### config.mk
export PLATFORM = sky130hd
export DESIGN_NAME = pipelined_cla_adder
export DESIGN_NICKNAME = d
export VERILOG_FILES = /design/src/rtl/pipelined_cla_adder.sv
export SDC_FILE = /design/constraint.sdc
export NUM_CORES = 1
export LEC_CHECK = 0
export BUFFER_PORTS_ARGS = -buffer_cell sky130_fd_sc_hd__buf_2
export CORE_AREA = 4 4 101 103
export DETAILED_ROUTE_END_ITERATION = 16
export DIE_AREA = 0 0 105 107
export PLACE_DENSITY_LB_ADDON = 0.1
export SYNTH_ARGS = -nofsm -noshare
export SYNTH_HDL_FRONTEND = slang
export SYNTH_SLANG_ARGS = --single-unit
### constraint.sdc
create_clock -name clk_in -period 1.8 [get_ports clk_in]
set_input_delay 0.09 -clock clk_in [delete_from_list [all_inputs] [get_ports clk_in]]
set_output_delay 0.09 -clock clk_in [all_outputs]
set_load 0.01 [all_outputs]
### src/rtl/pipelined_cla_adder.sv
// Pipelined carry-look-ahead adder/subtractor: one GROUP-bit look-ahead slice per
// stage, group carry and partial sum registered between stages, valid/ready on both sides.
module pipelined_cla_adder #(
   parameter int unsigned WIDTH = 16,
   parameter int unsigned GROUP = 4
) (
   input  logic             clk_in,
   input  logic             rst_n_in,
   input  logic             valid_in,
   output logic             ready_out,
   input  logic [WIDTH-1:0] a_in,
   input  logic [WIDTH-1:0] b_in,
   input  logic             c_in,
   input  logic             sub_in,
   output logic             valid_out,
   input  logic             ready_in,
   output logic [WIDTH-1:0] sum_out,
   output logic             carry_out,
   output logic             overflow_out
);

   localparam int unsigned STAGES = WIDTH / GROUP;

   // Look-ahead carries of one slice, each carry a flat sum of products (no ripple).
   function automatic logic [GROUP:0] cla_carries(input logic [GROUP-1:0] g,
                                                  input logic [GROUP-1:0] p,
                                                  input logic             cin);
      logic [GROUP:0] c;
      logic           term;
      c    = '0;
      c[0] = cin;
      for (int unsigned j = 0; j < GROUP; j++) begin
         term = cin;
         for (int unsigned i = 0; i <= j; i++) term = term & p[i];
         c[j+1] = term;
         for (int unsigned i = 0; i <= j; i++) begin
            term = g[i];
            for (int unsigned m = i + 1; m <= j; m++) term = term & p[m];
            c[j+1] = c[j+1] | term;
         end
      end
      return c;
   endfunction

   // Operands shift down by GROUP per stage; the sum fills in from the top.
   logic [WIDTH-1:0] r_a   [STAGES];
   logic [WIDTH-1:0] r_b   [STAGES];
   logic [WIDTH-1:0] r_sum [STAGES];
   logic             r_c   [STAGES];
   logic             r_v   [STAGES];
   logic             r_ovf;

   logic [WIDTH-1:0] w_a      [STAGES];
   logic [WIDTH-1:0] w_b      [STAGES];
   logic [WIDTH-1:0] w_sum_in [STAGES];
   logic             w_cin    [STAGES];
   logic             w_vin    [STAGES];
   logic [GROUP:0]   w_c      [STAGES];
   logic [GROUP-1:0] w_s      [STAGES];
   logic             w_advance;

   assign w_advance    = !r_v[STAGES-1] || ready_in;
   assign ready_out    = w_advance;
   assign valid_out    = r_v[STAGES-1];
   assign sum_out      = r_sum[STAGES-1];
   assign carry_out    = r_c[STAGES-1];
   assign overflow_out = r_ovf;

   // Stage sources and per-slice look-ahead evaluation.
   always_comb begin
      w_a[0]      = a_in;
      w_b[0]      = sub_in ? ~b_in : b_in;
      w_cin[0]    = sub_in | c_in;
      w_sum_in[0] = '0;
      w_vin[0]    = valid_in;
      for (int k = 1; k < STAGES; k++) begin
         w_a[k]      = r_a[k-1];
         w_b[k]      = r_b[k-1];
         w_cin[k]    = r_c[k-1];
         w_sum_in[k] = r_sum[k-1];
         w_vin[k]    = r_v[k-1];
      end
      for (int k = 0; k < STAGES; k++) begin
         w_c[k] = cla_carries(w_a[k][GROUP-1:0] & w_b[k][GROUP-1:0],
                              w_a[k][GROUP-1:0] ^ w_b[k][GROUP-1:0], w_cin[k]);
         w_s[k] = (w_a[k][GROUP-1:0] ^ w_b[k][GROUP-1:0]) ^ w_c[k][GROUP-1:0];
      end
   end

   // Whole pipeline advances or freezes together; data loads only behind a valid bit.
   always_ff @(posedge clk_in or negedge rst_n_in) begin
      if (!rst_n_in) begin
         for (int k = 0; k < STAGES; k++) begin
            r_a[k]   <= '0;
            r_b[k]   <= '0;
            r_sum[k] <= '0;
            r_c[k]   <= 1'b0;
            r_v[k]   <= 1'b0;
         end
         r_ovf <= 1'b0;
      end else if (w_advance) begin
         for (int k = 0; k < STAGES; k++) begin
            r_v[k] <= w_vin[k];
            if (w_vin[k]) begin
               r_a[k]   <= w_a[k] >> GROUP;
               r_b[k]   <= w_b[k] >> GROUP;
               r_c[k]   <= w_c[k][GROUP];
               r_sum[k] <= (w_sum_in[k] >> GROUP) | (WIDTH'(w_s[k]) << (WIDTH - GROUP));
            end
         end
         if (w_vin[STAGES-1])
            r_ovf <= w_c[STAGES-1][GROUP] ^ w_c[STAGES-1][GROUP-1];
      end
   end

endmodule

==> impl_metrics.tcl <==
set metrics [dict create \
    cp_max_fo 2 \
    start_util 0.502 \
    syn_area_per_cell_um2 13.1 \
    firstDrtPassIters 4 \
    power_frac_comb 0.393 \
    overflow 0 \
    tns_ns 0 \
    syn-cell-area_um2 4610 \
    die_y_um 107 \
    synth_cells 353 \
    critPathBufInv 0 \
    synth.distinct_cells 34 \
    clkLatencyLatePin_ns 0.36 \
    clkTransAtPathRegs_ns 0.10 \
    maxCapViolCount 0 \
    gp_congestion 0.770 \
    cts_root_buf "clkbuf_8" \
    hp-class "in -> reg" \
    holdPathEnd "r_b[51]$_DFFE_PN0P_" \
    crit_path_top_delay_cell "dfrtp_1" \
    whs_path_depth 3 \
    finalWorstSetupSlack_ns 0.0690 \
    crit_top_cell "ha_1" \
    synth-seq-cells 97 \
    track_usage 0.160 \
    syn_nets 415 \
    tightestPinTransition_ns 0.534 \
    rows 35 \
    min_from "b_in[7]" \
    cts_max_level 3 \
    layoutNonFillerInstCount 532 \
    cp-end-kind "flip-flop" \
    hold_slack_ns 0.0155 \
    viasPerCell 5.19 \
    crit_required_ns 2.05 \
    drc 0 \
    dieWidth_um 105 \
    finalCritPeriodShare 0.962 \
    pwr-share-seq 0.432 \
    wl_per_cell_um 15.5 \
    critical_path_class "reg -> reg" \
    antenna_found_initial 0 \
    cp_slowest_stage_delay_ns 0.40 \
    cpLargestDelayFamily "adder cells" \
    drive_gt1_frac 0.354 \
    nets 478 \
    fp.coreArea_um2 9200 \
    antenna_cells 0 \
    swShare 0.342 \
    r2r-end "r_sum[46]$_DFFE_PN0P_" \
    grt_pass1_vias 2832 \
    yosysWarnings 0 \
    cts_tree "yes" \
    place.detailed.hpwl_um 5990 \
    io_pins 58 \
    final_max_slew_viol_count 0 \
    dp_slack_ns 0.0648 \
    cts_made_buffers 9 \
    fin_crit_ns 1.73 \
    crit_path_start_kind "flip-flop" \
    hold_viol_final 0 \
    p_leak_nw 2.52 \
    clock-sinks 97 \
    reg2reg_depth 5 \
    drt_wl_total_um 8240 \
    rsz0062_at_grt "false" \
    setup_viol 0 \
    r2r-start "r_a[48]$_DFFE_PN0P_" \
    area_delta_synth_final_pct 14.2 \
    vias 2761 \
    status "finished, final reports clean" \
    die-area_um2 11200 \
    port_buffers 57 \
    p_total_mw 8.55 \
    p_int_mw 5.63 \
    clockPowerShare 0.175 \
    power_density_nw_per_um2 1620 \
    irDropWorstVdd_mv 0.576 \
    final.fill_count 801 \
    p_switching_mw 2.92 \
    max_freq_ghz 0.578 \
    reg2reg_slack_ns 0.07 \
    clock_path_buffers 2 \
    fin_skew_ns 0.0133 \
    crit_start "r_a[48]$_DFFE_PN0P_" \
    drt_iter0_markers 64 \
    synth.yosys.seq_area_share 0.526 \
    arrival_ns 1.98 \
    dp_cells 500 \
    crit_chain "ha_1 > ha_1 > o21a_1 > or3_1 > a41o_1" \
    postRouteAntennaNets 0 \
    grt_start_max_net_pins 46 \
    slew_headroom 0.644 \
    grt_pass1_wl_um 14400 \
]
-- routing by layer --
| metal | GRT usage | part of all wire | vias to the layer above |
|---|---|---|---|
| met3 | 0.0391 | 0.039 | 6 |
| met4 | 0.0478 | 0.0092 | 0 |
| met5 | 0 | 0 | - |
| met2 | 0.234 | 0.44 | 48 |
| met1 | 0.235 | 0.51 | 1346 |
| li1 | - | - | 1361 |
-- power by group through the flow --
stage	Sequential (mW)	Combinational [mW]	Clock [mW]
6_report	3.70	3.36	1.49
5_1_grt	3.83	3.83	1.65
4_1_cts	3.71	3.41	1.54
3_5_place_dp	3.76	3.38	0
3_3_place_gp	3.74	3.30	0
2_1_floorplan	3.58	2.88	0
-- tightest hold or removal path: stages --
cell	delay, ns
buf_2	0.08
xnor2_1	0.10
o21ai_0	0.06
-- cell usage in the layout, fill, tap and decap left out, types with 2 or more instances in the layout --
| cell type | n |
|---|---|
| a21boi_0 | 2 |
| a21o_1 | 6 |
| a21oi_1 | 2 |
| a41o_1 | 2 |
| buf_12 | 2 |
| buf_2 | 56 |
| buf_4 | 9 |
| clkbuf_8 | 9 |
| clkinvlp_4 | 2 |
| dfrtp_1 | 97 |
| dlygate4sd3_1 | 15 |
| fa_1 | 4 |
| ha_1 | 20 |
| inv_1 | 14 |
| inv_8 | 2 |
| mux2_1 | 2 |
| mux2_2 | 49 |
| mux2_4 | 10 |
| nand2_1 | 2 |
| nand2_4 | 2 |
| nor3_1 | 6 |
| o211a_1 | 4 |
| o21a_1 | 10 |
| o21ai_0 | 52 |
| o31a_1 | 4 |
| o31ai_1 | 6 |
| or3_1 | 2 |
| xnor2_1 | 13 |
| xor2_1 | 7 |
-- cells by family (layout without fill, tap and decap cells) --
kind of cell	count (synthesis)	after routing	synth area share
AOI/OAI and AO/OA	89	89	0.120
xor gates and xnor gates	20	20	0.0380
adders and majority gates	24	24	0.0716
buffers and inverters	45	113	0.0624
DFF	97	97	0.526
muxes	61	61	0.157
and+or+nand+nor	17	17	0.0247
-- Yosys cell counts --
cell | number | share of area
or2_2 | 1 | 0.0014
buf_6 | 6 | 0.015
nor2_1 | 1 | 0.00081
buf_4 | 18 | 0.029
nor2b_4 | 1 | 0.0030
fa_1 | 4 | 0.017
or3_1 | 2 | 0.0027
o211a_1 | 4 | 0.0087
mux2_1 | 2 | 0.0049
mux2_4 | 10 | 0.033
xnor2_1 | 13 | 0.025
o21a_1 | 10 | 0.016
inv_1 | 14 | 0.011
o31ai_1 | 6 | 0.0098
a21boi_0 | 2 | 0.0033
o311a_1 | 1 | 0.0022
mux2_2 | 49 | 0.12
a41o_1 | 2 | 0.0043
a21o_1 | 6 | 0.0098
inv_4 | 1 | 0.0014
nor3_1 | 6 | 0.0065
xor2_1 | 7 | 0.013
o21ai_0 | 52 | 0.056
ha_1 | 20 | 0.054
clkbuf_2 | 1 | 0.0011
o31a_1 | 4 | 0.0076
nor2_4 | 1 | 0.0024
buf_2 | 2 | 0.0022
a21oi_1 | 2 | 0.0022
nand2_1 | 2 | 0.0016
nand2_2 | 1 | 0.0014
nand2_4 | 2 | 0.0049
dfrtp_1 | 97 | 0.53
clkbuf_1 | 3 | 0.0024
-- layout make-up --
class	instances	area, µm²	area share
Clock buffer	9	124	0.0235
Timing Repair Buffer	82	538	0.102
Multi-Input combinational cell	211	1900	0.360
Clock inverter	7	85.1	0.0161
Sequential cell	97	2430	0.460
Inverter	15	58.8	0.0112
Tap cell	111	139	0.0263
-- state kept, by name (all words and copies together), names as in the netlist --
signal / count
r_a: 24
r_b: 24
r_sum: 24
sum_out: 16
r_c: 3
r_v: 3
carry_out: 1
overflow_out: 1
valid_out: 1
-- stage by stage --
step | cell area [µm²] | utilization
CTS | 5260 | 0.572
global route | 5270 | 0.573
global placement | 4900 | 0.533
detailed placement | 4900 | 0.533
floorplan | 4620 | -
finish | 5270 | 0.573
-- how the worst max path moves through the flow --
stage                            endpoint  slack [ns]  cells after the start
CTS                 r_sum[46]$_DFFE_PN0P_        0.05                      5
finish              r_sum[46]$_DFFE_PN0P_        0.07                      5
global placement    r_sum[46]$_DFFE_PN0P_        0.09                      5
floorplan              r_c[3]$_DFFE_PN0P_        0.03                      8
detailed placement  r_sum[46]$_DFFE_PN0P_        0.06                      5
global route        r_sum[46]$_DFFE_PN0P_       0.008                      5
-- what timing repair did --
item | CTS | global route
endpoints found under the hold margin | 45 | 0
buffers inserted | 0 | 1
hold buffers | 15 | 0
resized for setup | 0 | 0
setup endpoints to repair | 0 | 1
Power figures use the tool's default switching activity.
